File: config.mk
export PLATFORM = sky130hd
export DESIGN_NAME = seg_scan_ctrl
export DESIGN_NICKNAME = d
export VERILOG_FILES = /design/src/rtl/seg_scan_ctrl.sv
export SDC_FILE = /design/constraint.sdc
export NUM_CORES = 1
export LEC_CHECK = 0
export CORE_MARGIN = 1.5
export CORE_UTILIZATION = 68
export CTS_CLUSTER_SIZE = 30
export DETAILED_ROUTE_END_ITERATION = 7
export DONT_BUFFER_PORTS = 1
export PLACE_DENSITY = 0.82
export SKIP_CTS_REPAIR_TIMING = 1
export SLEW_MARGIN = 20
export SYNTH_ARGS = -nofsm -noshare
export SYNTH_HDL_FRONTEND = slang
export SYNTH_SLANG_ARGS = --single-unit
File: constraint.sdc
create_clock -name clk -period 5.51 [get_ports clk]
set_clock_uncertainty 0.15 [all_clocks]
set_input_delay 1.653 -clock clk [delete_from_list [all_inputs] [get_ports clk]]
set_output_delay 1.653 -clock clk [all_outputs]
set_load 0.05 [all_outputs]
File: src/rtl/seg_scan_ctrl.sv
// seg_scan_ctrl: bus-mapped multiplexed seven-segment controller with hex decode,
// per-digit blanking, decimal points, leading-zero suppression and anti-ghost blanking.
module seg_scan_ctrl #(
    parameter int          DIGITS    = 4,
    parameter int          SCAN_DIV  = 50000,
    parameter int          BLANK_CYC = 16,
    parameter logic [31:0] ADDR_BASE = 32'h4000_0010
) (
    input  logic              clk,
    input  logic              rst,
    input  logic              we,
    input  logic [31:0]       addr,
    input  logic [31:0]       data_in,
    output logic [31:0]       rd_data,
    output logic [6:0]        seg_out,
    output logic              dp_out,
    output logic [DIGITS-1:0] an_out
);
    localparam int CW = $clog2(SCAN_DIV);
    localparam int IW = DIGITS > 1 ? $clog2(DIGITS) : 1;
    localparam int VW = 4 * DIGITS;
    localparam logic [6:0] HEX [16] = '{
        7'h40, 7'h79, 7'h24, 7'h30, 7'h19, 7'h12, 7'h02, 7'h78,
        7'h00, 7'h10, 7'h08, 7'h03, 7'h46, 7'h21, 7'h06, 7'h0E
    };
    logic [VW-1:0]     value_q, value_d, hi_nibs;
    logic              en_q, en_d, lzs_q, lzs_d;
    logic [DIGITS-1:0] blank_q, blank_d, dpm_q, dpm_d;
    logic [CW-1:0]     cnt_q, cnt_d;
    logic [IW-1:0]     idx_q, idx_d;
    logic [6:0]        seg_q;
    logic              dp_q;
    logic [DIGITS-1:0] an_q;
    logic              wr_val, wr_ctl, slot_end, dark;
    logic [3:0]        nib;
    logic [31:0]       ctrl_rd;
    logic              unused_data;

    assign unused_data = ^data_in;
    assign wr_val   = we && addr == ADDR_BASE;
    assign wr_ctl   = we && addr == ADDR_BASE + 32'd4;
    assign slot_end = cnt_q == CW'(SCAN_DIV - 1);
    // Digits above idx, shifted down so nib is digit idx and the rest tests leading zeros.
    assign hi_nibs  = value_q >> {idx_q, 2'b00};
    assign nib      = hi_nibs[3:0];
    assign dark     = !en_q || cnt_q < CW'(BLANK_CYC) || blank_q[idx_q]
                      || (lzs_q && idx_q != '0 && hi_nibs == '0);

    always_comb begin
        value_d = wr_val ? data_in[VW-1:0] : value_q;
        en_d    = wr_ctl ? data_in[0] : en_q;
        lzs_d   = wr_ctl ? data_in[1] : lzs_q;
        blank_d = wr_ctl ? data_in[8 +: DIGITS] : blank_q;
        dpm_d   = wr_ctl ? data_in[16 +: DIGITS] : dpm_q;
        cnt_d   = (!en_q || slot_end) ? '0 : cnt_q + 1'b1;
        idx_d   = !en_q ? '0 : !slot_end ? idx_q : idx_q == IW'(DIGITS - 1) ? '0 : idx_q + 1'b1;
    end

    always_comb begin
        ctrl_rd              = '0;
        ctrl_rd[0]           = en_q;
        ctrl_rd[1]           = lzs_q;
        ctrl_rd[8 +: DIGITS]  = blank_q;
        ctrl_rd[16 +: DIGITS] = dpm_q;
        rd_data = addr == ADDR_BASE ? 32'(value_q) : addr == ADDR_BASE + 32'd4 ? ctrl_rd : '0;
    end

    always_ff @(posedge clk or negedge rst) begin
        if (!rst) begin
            value_q <= '0;
            en_q    <= 1'b1;
            lzs_q   <= 1'b0;
            blank_q <= '0;
            dpm_q   <= '0;
            cnt_q   <= '0;
            idx_q   <= '0;
            seg_q   <= 7'h7F;
            dp_q    <= 1'b1;
            an_q    <= '1;
        end else begin
            value_q <= value_d;
            en_q    <= en_d;
            lzs_q   <= lzs_d;
            blank_q <= blank_d;
            dpm_q   <= dpm_d;
            cnt_q   <= cnt_d;
            idx_q   <= idx_d;
            seg_q   <= dark ? 7'h7F : HEX[nib];
            dp_q    <= dark | ~dpm_q[idx_q];
            an_q    <= dark ? '1 : ~(DIGITS'(1) << idx_q);
        end
    end

    assign seg_out = seg_q;
    assign dp_out  = dp_q;
    assign an_out  = an_q;
endmodule

==> summary.md <==
| Metric | Value |
|---|---|
| Antenna violations before repair | 0 |
| Number of antenna-violating nets in the routed design | 0 |
| Maximum number of pins on one net before global-route repair | 57 |
| Maximum fanout count along the critical path | 10 |
| HPWL after detailed placement | ~4400 µm |
| Register-to-register setup slack | ~2.9 ns |
| Detailed-routing iteration count for the pre-antenna-repair pass | 4 |
| Final-report setup violation count | 0 |
| Total detailed-routing wirelength | between 6000 and 7000 µm |
| Endpoint of the worst hold path | cnt_q[0]$_DFF_PN0_ |
| Proportion of synthesized chip area in sequential cells | 0.450 |
| RSZ-0062 raised after global routing | false |
| Required time of the critical path | 3.71 ns |
| Via count of the first global-routing pass | between 2000 and 2500 |
| Leading cell type in the layout, fill and taps excluded | dfrtp_1 |
| Routed length per placed instance | approximately 17 µm |
| Worst Setup Start Kind | input port |
| Slew Viols, Final | 0 |
| Slew Limit Headroom | 0.326 |
| Clk Tree Root Cell | clkbuf_8 |
| Worst EP arrival | roughly 3.2 ns |
| Worst reg2reg path depth | 8 |
| Worst Hold Depth | 1 |
| Tightest Hold Check Type | flip-flop to flip-flop |
| Ratio of final minimum period to clock period | 0.907 |
| Total of warnings raised by yosys | 0 |
| Total Nets Final | between 300 and 400 |
| Final hold viol count | 0 |
| Initial cell density of the core | 0.714 |
| Power density of the placed cells | 197 mW/mm² |
| Number of cell rows | 24 |
| Largest voltage drop on the vdd net | 0.123 mV |
| Via count | roughly 2100 |
| Residual DRC count | 0 |
| Per-cell via count in the routed design | 5.96 |
| Standard cell core area | between 0.004 and 0.005 mm² |
| Total inserted antenna cells | 0 |
| Total leakage power | between 1 and 1.5 nW |
| Library cell occupying the most area in the post-synthesis netlist | dfrtp_1 |
| Clock edge transition at the registers on the reported setup and hold paths | 0.09 ns |
| Maximum clock rate | ~0.20 GHz |
| I/O pin count | 111 |
| Vert. Die Dim | 71.1 µm |
| Core occupancy in the finished layout | 0.759 |
| Number of library cell types mapped by synthesis | 43 |
| Wire length of the first global-routing pass | around 9800 µm |
| Share of the synthesized area in the top cell type | 0.341 |
| Htree depth | 2 |
| Worst reg2reg startpoint | idx_q[0]$_DFFE_PN0N_ |
| Share of layout cells above drive strength 1 | 0.269 |
| Final weighted congestion in routability-driven placement | about 0.85 |
| Slew of the pin with the lowest slew margin | between 1 and 1.5 ns |
| Aggregate negative setup slack | 0 ns |
| Worst Hold Launch | cnt_q[0]$_DFF_PN0_ |
| Clock sink count | 56 |
| Filler instances | between 300 and 400 |
| Post-synthesis instance total | 280 |
| Most frequent cells in the layout | dfrtp_1 (43), nor2_1 (34), buf_4 (22), mux2_2 (16), nand2_1 (15) |
| I/O Buffers | 0 |
| CTS tree | built |
| Final design area excluding fillers | around 0.0033 mm² |
| Crit. End Element | output pin |
| Area of the die | around 0.005 mm² |
| Clock latency of the later-clocked register in the worst-skew pair | slightly above 0.3 ns |
| TritonCTS buffer count | 5 |
| Area grow syn2layout | 6.27% |
| Biggest area contributors in the synthesized netlist | dfrtp_1 (34%), dfstp_2 (11%), mux2_2 (5.7%) |
| Classification of the worst setup path | input port to output pin |
| Average footprint of a synthesized cell | approximately 11 µm² |
| Number of DRC markers after the initial detailed-route iteration | 135 |
| Netlist area before placement | about 0.0032 mm² |
| Sum of overflow across all layers after global routing | 0 |
| Bufs on Longest Clock Path | 2 |
| Critical R2R Capture | seg_out[0]$_DFF_PN1_ |
| Yosys reg bits | between 50 and 60 |
| GRT Resource Usage Total | 0.254 |
| Chip Width | slightly above 70 µm |
| Area post-placement | ~0.0033 mm² |
| Max capacitance violation total | 0 |
| Post-layout min period | 5.00 ns |
| Run status | finished clean |
==> kinds of logic (layout without fill, tap and decap cells) <==
logic type	Yosys count	count (layout)	synth area share
AND/OR/NAND/NOR	107	107	0.187
buffers and inverters	37	43	0.0675
other	1	12	0.00119
XOR/XNOR	15	15	0.0417
adder cells (fa/ha/maj)	11	11	0.0437
multiplexers	43	43	0.187
flip-flops	56	56	0.450
AO/OA/AOI/OAI	10	10	0.0226
==> worst max path at each step <==
stage / from / to / cells after the start
2_1_floorplan: addr[12] / rd_data[16] / 5
3_3_place_gp: addr[3] / rd_data[2] / 6
3_5_place_dp: addr[3] / rd_data[15] / 6
4_1_cts: addr[3] / rd_data[13] / 6
5_1_grt: addr[24] / rd_data[13] / 6
6_report: addr[3] / rd_data[13] / 6
==> cell usage after synthesis <==
cell type and n:
a211oi_1 1, a21oi_1 1, a32oi_1 1, and2_1 12, and3_1 4, and4_1 1
buf_12 1, buf_2 4, buf_4 12, buf_6 1, clkbuf_1 6, conb_1 1
dfrtp_1 43, dfstp_2 13, ha_1 11, inv_1 13, mux2_2 16, mux2_4 10
mux2i_1 10, mux4_2 7, nand2_1 15, nand2b_1 3, nand3_1 9, nand3b_1 1
nand4_1 6, nor2_1 34, nor2_8 1, nor2b_1 1, nor3_1 4, nor3_4 1
nor3b_1 1, nor4_1 6, nor4_2 4, nor4b_1 2, o2111ai_1 1, o211ai_1 2
o21a_1 1, o21ai_0 2, o221ai_1 1, or2_1 1, or3_1 1, xnor2_1 11
xor2_1 4
==> layout make-up <==
class                   instances  area, µm²  share of cell area
clock buffers                   7       86.3              0.0258
clock inverters                 1       3.75             0.00112
inverters                      13       48.8              0.0146
multi-input cells             198       1560               0.467
flip-flops and latches         56       1420               0.423
well taps                      52       65.1              0.0194
repair buffers                 22        165              0.0493
==> per-layer routing <==
layer	wire length, µm	vias to the layer above	global-route usage
met3	394	12	0.0598
li1	-	969	-
met1	2470	1008	0.320
met5	0	-	0
met4	112	0	0.0901
met2	3030	92	0.432
==> sequential cells by signal, indices dropped and copies added (netlist names) <==
name     flops
blank_q      4
value_q     16
seg_out      7
lzs_q        1
idx_q        2
dp_out       1
dpm_q        4
en_q         1
cnt_q       16
an_out       4
==> power by group <==
| part | leakage [nW] | switching [mW] | internal [mW] |
|---|---|---|---|
| sequential | 0.738 | 0.00000000189 | 0.411 |
| combinational | 0.663 | 0.0192 | 0.00263 |
| clock | 0.0459 | 0.125 | 0.101 |
| total | 1.45 | 0.144 | 0.515 |
==> worst max-delay path, stage by stage <==
cell	delay [ns]
nor4_1	0.33
nand4_1	0.15
or2_1	0.24
nor2_1	0.42
and2_1	0.21
buf_4	0.20
==> through the flow <==
stage	total power [mW]	hold slack (ns)	setup slack, ns	instances
floorplan	0.449	0.274	0.481	291
global placement	0.441	0.295	0.509	341
detailed placement	0.441	0.299	0.486	341
CTS	0.666	0.313	0.476	349
global route	0.682	0.359	0.377	349
finish	0.659	0.308	0.510	349
(Power assumes the default switching activity.)
